## src/rtl/uart_rx_os_if.sv

```systemverilog
// uart_rx_os_if: serial line and received-byte bundle for uart_rx_os.
// Optional perr signal is present when UART_RX_PARITY_EN is defined.
interface uart_rx_os_if;
  logic       rx;
  logic [7:0] doutrx;
  logic       donerx;
  logic       ferr;
  logic       busy;
`ifdef UART_RX_PARITY_EN
  logic       perr;
`endif

  modport master (
    input  rx,
`ifdef UART_RX_PARITY_EN
    output perr,
`endif
    output doutrx, donerx, ferr, busy
  );

  modport slave (
    output rx,
`ifdef UART_RX_PARITY_EN
    input  perr,
`endif
    input  doutrx, donerx, ferr, busy
  );
endinterface

```

## src/rtl/uart_rx_os.sv

```systemverilog
// uart_rx_os: 16x-oversampling 8N1 UART receiver, mid-bit sampling.
// Define UART_RX_PARITY_EN to add an even-parity bit and the perr pulse.
module uart_rx_os #(
  parameter int clk_freq  = 1000000,
  parameter int baud_rate = 9600,
  parameter int OVS       = 16
) (
  input logic clk,
  input logic rst,
  uart_rx_os_if.master bus
);

  localparam int DIV = clk_freq / (baud_rate * OVS);
  localparam int PW  = (DIV > 1) ? $clog2(DIV) : 1;
  localparam int SCW = $clog2(OVS);

  localparam logic [PW-1:0]  PC_END = PW'(DIV - 1);
  localparam logic [SCW-1:0] SC_MID = SCW'(OVS / 2 - 1);
  localparam logic [SCW-1:0] SC_END = SCW'(OVS - 1);

`ifdef UART_RX_PARITY_EN
  typedef enum logic [2:0] {
    IDLE, START, DATA, PARITY, STOP
  } state_t;
`else
  typedef enum logic [2:0] {
    IDLE, START, DATA, STOP
  } state_t;
`endif

  state_t state, state_n;

  logic           r1, rs, prev;
  logic [PW-1:0]  pc, pc_n;
  logic [SCW-1:0] sc, sc_n;
  logic [2:0]     bc, bc_n;
  logic [7:0]     sh, sh_n;
  logic [7:0]     dout, dout_n;
  logic           done, done_n;
  logic           fe, fe_n;
  logic           tick;
`ifdef UART_RX_PARITY_EN
  logic           par, par_n;
  logic           pe, pe_n;
`endif

  always_ff @(posedge clk) begin
    if (rst) begin
      r1   <= 1'b1;
      rs   <= 1'b1;
      prev <= 1'b1;
    end else begin
      r1   <= bus.rx;
      rs   <= r1;
      prev <= rs;
    end
  end

  assign tick = (pc == PC_END);

  always_ff @(posedge clk) begin
    if (rst) begin
      state <= IDLE;
      pc    <= '0;
      sc    <= '0;
      bc    <= '0;
      sh    <= '0;
      dout  <= '0;
      done  <= 1'b0;
      fe    <= 1'b0;
`ifdef UART_RX_PARITY_EN
      par   <= 1'b0;
      pe    <= 1'b0;
`endif
    end else begin
      state <= state_n;
      pc    <= pc_n;
      sc    <= sc_n;
      bc    <= bc_n;
      sh    <= sh_n;
      dout  <= dout_n;
      done  <= done_n;
      fe    <= fe_n;
`ifdef UART_RX_PARITY_EN
      par   <= par_n;
      pe    <= pe_n;
`endif
    end
  end

  always_comb begin
    state_n = state;
    pc_n    = tick ? '0 : pc + 1'b1;
    sc_n    = sc;
    bc_n    = bc;
    sh_n    = sh;
    dout_n  = dout;
    done_n  = 1'b0;
    fe_n    = 1'b0;
`ifdef UART_RX_PARITY_EN
    par_n   = par;
    pe_n    = 1'b0;
`endif
    unique case (state)
      IDLE: begin
        // Holding the prescaler at 0 aligns ticks to the start edge
        pc_n = '0;
        sc_n = '0;
        bc_n = '0;
        if (prev && !rs) state_n = START;
      end
      START: begin
        if (tick) begin
          if (sc == SC_MID) begin
            sc_n = '0;
            bc_n = '0;
            state_n = rs ? IDLE : DATA;
          end else begin
            sc_n = sc + 1'b1;
          end
        end
      end
      DATA: begin
        if (tick) begin
          if (sc == SC_END) begin
            sh_n = {rs, sh[7:1]};
            sc_n = '0;
            bc_n = bc + 1'b1;
            if (bc == 3'd7) begin
`ifdef UART_RX_PARITY_EN
              state_n = PARITY;
`else
              state_n = STOP;
`endif
            end
          end else begin
            sc_n = sc + 1'b1;
          end
        end
      end
`ifdef UART_RX_PARITY_EN
      PARITY: begin
        if (tick) begin
          if (sc == SC_END) begin
            par_n   = rs ^ (^sh);
            sc_n    = '0;
            state_n = STOP;
          end else begin
            sc_n = sc + 1'b1;
          end
        end
      end
`endif
      STOP: begin
        if (tick) begin
          if (sc == SC_END) begin
            if (rs) begin
              dout_n = sh;
              done_n = 1'b1;
            end else begin
              fe_n = 1'b1;
            end
`ifdef UART_RX_PARITY_EN
            pe_n = par;
`endif
            sc_n    = '0;
            state_n = IDLE;
          end else begin
            sc_n = sc + 1'b1;
          end
        end
      end
      default: state_n = IDLE;
    endcase
  end

  assign bus.doutrx = dout;
  assign bus.donerx = done;
  assign bus.ferr   = fe;
  assign bus.busy   = (state != IDLE);
`ifdef UART_RX_PARITY_EN
  assign bus.perr   = pe;
`endif

endmodule
```

## src/flat_wrapper.sv

```systemverilog
// flat-port wrapper written by rule: the top's interface ports become plain ports
module uart_rx_os_flat 
#(
  parameter int clk_freq  = 1000000,
  parameter int baud_rate = 9600,
  parameter int OVS       = 16
)
  (clk, rst, bus_rx, bus_doutrx, bus_donerx, bus_ferr, bus_busy);
  uart_rx_os_if bus_i ();
  input logic clk;
  input logic rst;
  input wire logic [$bits(bus_i.rx)-1:0] bus_rx;
  output wire logic [$bits(bus_i.doutrx)-1:0] bus_doutrx;
  output wire logic [$bits(bus_i.donerx)-1:0] bus_donerx;
  output wire logic [$bits(bus_i.ferr)-1:0] bus_ferr;
  output wire logic [$bits(bus_i.busy)-1:0] bus_busy;
  assign bus_i.rx = bus_rx;
  assign bus_doutrx = bus_i.doutrx;
  assign bus_donerx = bus_i.donerx;
  assign bus_ferr = bus_i.ferr;
  assign bus_busy = bus_i.busy;
  uart_rx_os #(.clk_freq(clk_freq), .baud_rate(baud_rate), .OVS(OVS)) u_core (.clk(clk), .rst(rst), .bus(bus_i));
endmodule
```

## config.mk

```make
export PLATFORM = sky130hd
export DESIGN_NAME = uart_rx_os_flat
export DESIGN_NICKNAME = d
export VERILOG_FILES = /design/src/rtl/uart_rx_os_if.sv /design/src/rtl/uart_rx_os.sv /design/src/flat_wrapper.sv
export SDC_FILE = /design/constraint.sdc
export NUM_CORES = 1
export LEC_CHECK = 0
export ABC_AREA = 1
export BUFFER_PORTS_ARGS = -buffer_cell sky130_fd_sc_hd__buf_2
export CORE_MARGIN = 1
export CORE_UTILIZATION = 56
export CTS_BUF_LIST = sky130_fd_sc_hd__clkbuf_16
export DETAILED_ROUTE_END_ITERATION = 7
export PLACE_DENSITY = 0.76
export SLEW_MARGIN = 10
export SYNTH_ARGS = -nofsm -noshare
export SYNTH_HDL_FRONTEND = slang
export SYNTH_SLANG_ARGS = --single-unit
```

## constraint.sdc

```tcl
create_clock -name clk -period 1.6 [get_ports clk]
set_input_delay 0.24 -clock clk [delete_from_list [all_inputs] [get_ports clk]]
set_output_delay 0.24 -clock clk [all_outputs]
set_load 0.01 [all_outputs]
```

# After elaboration in Yosys (flattened, before gate mapping)
# Cells that the tools add are included.
# totals
word_cells	69
output_inout_bits	11
register_bits	34
inputBits	3
# op_classes
bitwise	3
eq_ne	16
addsub	3
n_reduce_logical	14
muxes	22
# op_table
cell	count
$mux 3	12
$ne 2x1->1 const B	9
$mux 4	4
$pmux 3 s4	1
$pmux 4 s3	1
$pmux 3 s3	1
$reduce_bool 3->1	3
$reduce_and 8->1	1
$add 3x1->3 const B	2
$eq 3x2->1 const B	2
$eq 3x3->1 const B	2
$reduce_and 3->1	2
$reduce_and 5->1	1
$add 4x1->4 const B	1
$eq 4x3->1 const B	1
$eq 4x4->1 const B	1
$reduce_and 4->1	1
$reduce_or 4->1	1
$eq 3x1->1 const B	1
$logic_not 3->1	1
$not 1->1	3
$reduce_or 3->1	1
$mux 1	2
$mux 2	1
3 further kinds	3

# Logic depth before layout (Yosys ltp)
# logic_depth
word_depth	5
depth_mapped	9
ltp_nobuf	9

# Worst setup path after synthesis
# OpenSTA, ideal clock, no wires.
# synth_timing
path_type	reg-to-reg
startpoint	register u_core.sc[0]
endpoint	register u_core.sh[0]
setup_slack_ns	0.290
synth_period_minus_slack_ns	1.310
arrival_ns	1.179
setup_ns	0.132
required_time_ns	1.468
stages_incl_launch_ff	8
n_path_buf	1
path_cell_list	dfxtp_1 ha_1 nand3_2 nor2_2 buf_4 nand2_1 nand2_1 a21oi_1
# synth_via
elab_chain_len	2
# synth_rtl
element	line	text
start, declared	uart_rx_os.sv:35	logic [SCW-1:0] sc, sc_n;
start signal, assigned	uart_rx_os.sv:78	sc <= sc_n;
$eq 4x4->1	uart_rx_os.sv:125	if (sc == SC_END) begin
$reduce_and 3->1 (no source line)	n/a	
end signal, assigned	uart_rx_os.sv:80	sh <= sh_n;
end, declared	uart_rx_os.sv:37	logic [7:0] sh, sh_n;
# No other way between the ends.
# A chain may end at the register's enable or synchronous reset.

# Worst setup path after layout
# layout_timing
startpoint	register u_core.sc[0]
endpoint	register u_core.dout[0] (netlist: u_core.bus.doutrx[0])
# layout_via
elab_chain_len	2
# layout_rtl
element	line	text
$eq 4x4->1	uart_rx_os.sv:156	if (sc == SC_END) begin
$reduce_and 4->1 (no source line)	n/a	
end signal, assigned	uart_rx_os.sv:81	dout <= dout_n;
end, declared	uart_rx_os.sv:38	logic [7:0] dout, dout_n;
# No other way between the ends.

==> metrics.csv <==
stage;metric;value;unit
routing;avgViaCountPerCell;5.39;
min_path;hold_class;in2reg;
synth;ys.flop_type;dfxtp_1;
worst_setup_path;critPathMaxStageDelay;350;ps
cells_and_area;seqCellArea;661;sq um
global_routing;grt_first_pass_wirelength;4.83;mm
sta;tightestPinTransition;348;ps
sta;fmax;0.669;GHz
placement;dp_slack;126;ps
global_routing;grt_max_degree;15;
worst_setup_path;crit_start;u_core.sc[0]$_SDFFE_PP0P_;
floorplan;core;2280;sq um
sta;holdWs;149;ps
worst_setup_path;cpMaxStageDelayCell;dfxtp_1;
placement;io_buffers;13;
worst_setup_path;critPathCapture;u_core.bus.doutrx[0]$_SDFFE_PP0P_;
floorplan;start_util;60.9;%
cells_and_area;final_cell_mix;nand2_1 (41), dfxtp_1 (33), nor2_1 (19), inv_1 (19), a21oi_1 (19);
sta;period_minus_slack;1490;ps
cells_and_area;stdcell_area;1650;sq um
cells_and_area;drive_gt1_share;15.9;%
floorplan;io_pins;14;
clocking;htree_num_levels;2;
clocking;clock_latency;270;ps
routing;drt_iter0_drc;68;
cells_and_area;antenna_cells;0;
synth;syn-cell-area;1390;sq um
worst_setup_path;start_kind;flop;
worst_setup_path;cp-end-kind;flop;
global_routing;grt_use_total;25.8;%
sta;setup_viol;0;
synth;syn_nets;190;
worst_setup_path;cp_cell_sequence;ha_1, nand3_2, nor2_2, buf_4, nand3_4, a21oi_1;
synth;ys_seq_elements;33;
global_routing;grt_pass1_vias;1153;
clocking;root_buffer;clkbuf_16;
synth;synthArstFlopShare;0;%
run;maxCapViolations;0;
clocking;cts_setup_buffers;0;
outcome;outcome;finished clean;
synth;ys_seq_area_share;47.7;%
routing;drc;0;
clocking;clock-sinks;33;
placement;gp_congestion;0.802;
sta;hold_viol_final;0;
clocking;cts_inserted_buffers;5;
routing;wirelength;2.80;mm
clocking;cts_tree;built;
power_and_ir_drop;p_leak;0.734;nW
worst_setup_path;critPathArrivalTime;1690;ps
placement;dp_hpwl;1.82;mm
clocking;cts_max_path_buffers;2;
routing;via_count;1234;
cells_and_area;final_common_cell;nand2_1;
sta;period_share;93.4;%
clocking;cts_resized;0;
worst_setup_path;reg2reg_from;u_core.sc[0]$_SDFFE_PP0P_;
floorplan;die_x;51.8;um
worst_setup_path;r2r_slack;110;ps
synth;synthDistinctLibCells;24;
routing;wl_per_cell;12.2;um
sta;slew_headroom;76.8;%
floorplan;dieArea;2680;sq um
worst_setup_path;crit_fanout;9;
sta;report.final.slew_viol_count;0;
worst_setup_path;worstSetupPathType;reg2reg;
worst_setup_path;timing.rr.end;u_core.bus.doutrx[0]$_SDFFE_PP0P_;
placement;post_dp_cell_area;1480;sq um
power_and_ir_drop;p_per_area;1650;nW/um^2
synth;avgSynthCellArea;7.62;sq um
worst_setup_path;worstPathRequired;1800;ps
synth;syn_inst;182;
sta;worst_clock_skew;2.68;ps
synth;ys_warn_count;0;
global_routing;antenna_found_initial;0;
routing;antenna_left;0;
sta;fin_tns_setup;0;ps
routing;first_pass_iters;4;
cells_and_area;area_delta_synth_final;19.3;%
floorplan;die-height;51.8;um
clocking;holdBufCountCts;0;
sta;setup_ws;106;ps
cells_and_area;multi_input_area;641;sq um
power_and_ir_drop;peakVddDrop;1110;uV
synth;synth-edff-count;0;
clocking;path_clk_slew;50;ps
cells_and_area;fill_cells;173;
floorplan;rows;17;
cells_and_area;fin_nets;208;
global_routing;grt_overflow;0;
worst_setup_path;r2r.worst_path.cells;6;
==> power by group <==
group / switching [W] / total, W / internal, W
sequential: 0.0000611 / 0.000948 / 0.000887
combinational: 0.000482 / 0.000734 / 0.000251
clock: 0.000318 / 0.00104 / 0.000722
==> critical path: cells and delay by family, from the launching register on <==
kind                     cells  cell delay (ps)
adder cells (fa/ha/maj)      1              210
buffers and inverters        1              210
flip-flops                   1              350
AO/OA/AOI/OAI                1              190
AND/OR/NAND/NOR              3              460
==> synthesized netlist by cell type, types with 2 or more instances <==
cell | n | area share (%)
a21oi_1 | 19 | 6.9
ha_1 | 5 | 4.5
or2_2 | 2 | 0.90
o21ai_0 | 13 | 4.7
nor2_2 | 3 | 1.4
dfxtp_1 | 33 | 48
nand3_1 | 12 | 4.3
nor2_1 | 19 | 5.1
nand2_1 | 41 | 11
inv_2 | 2 | 0.54
clkbuf_1 | 2 | 0.54
inv_1 | 18 | 4.9
xnor2_1 | 2 | 1.3
==> metal layers <==
layer  wire (um)  vias up  part of all wire [%]  GRT usage, %
met4          16        0                  0.57          10.4
li1            -      617                     -             -
met3         129        2                   4.6          9.65
met2        1470       32                    52          44.8
met5           0        -                     0             0
met1        1190      583                    42          28.2
==> state kept, by name (all words and copies together), names as in the netlist <==
| name | count |
|---|---|
| u_core.sc | 4 |
| u_core.rs | 1 |
| u_core.bus.doutrx | 8 |
| u_core.pc | 3 |
| u_core.r1 | 1 |
| u_core.bc | 3 |
| u_core.prev | 1 |
| u_core.bus.donerx | 1 |
| u_core.sh | 8 |
| u_core.bus.ferr | 1 |
| u_core.state | 2 |
==> layout make-up <==
| cell class | count | share of cell area [%] |
|---|---|---|
| clock buffers | 5 | 7.56 |
| clock inverters | 3 | 2.27 |
| inverters | 20 | 4.54 |
| multi-input cells | 125 | 38.7 |
| flip-flops and latches | 33 | 39.9 |
| well taps | 28 | 2.12 |
| repair buffers | 15 | 4.84 |
==> metrics by stage <==
stage | cells | util, % | power [W]
floorplan | 182 | - | 0.00150
global route | 229 | 72.7 | 0.00291
detailed placement | 221 | 65.1 | 0.00165
CTS | 229 | 72.2 | 0.00272
global placement | 221 | 65.1 | 0.00161
finish | 229 | 72.7 | 0.00272
==> cells by family after synthesis <==
| family | synth area share (%) |
|---|---|
| simple gates | 27.1 |
| compound gates | 12.6 |
| flops | 47.7 |
| buf+inv | 6.86 |
| fa+ha+maj | 4.51 |
| xor+xnor | 1.26 |
==> how the worst min path moves through the flow <==
stage                               from              endpoint  slack (ps)  cells past startpoint
floorplan                         bus_rx  u_core.r1$_SDFF_PP1_         340                      1
global placement    u_core.r1$_SDFF_PP1_  u_core.rs$_SDFF_PP1_         400                      1
detailed placement  u_core.r1$_SDFF_PP1_  u_core.rs$_SDFF_PP1_         410                      1
CTS                               bus_rx  u_core.r1$_SDFF_PP1_         150                      2
global route                      bus_rx  u_core.r1$_SDFF_PP1_         150                      2
finish                            bus_rx  u_core.r1$_SDFF_PP1_         150                      2
Note: power is estimated with default switching activity, not from simulation.
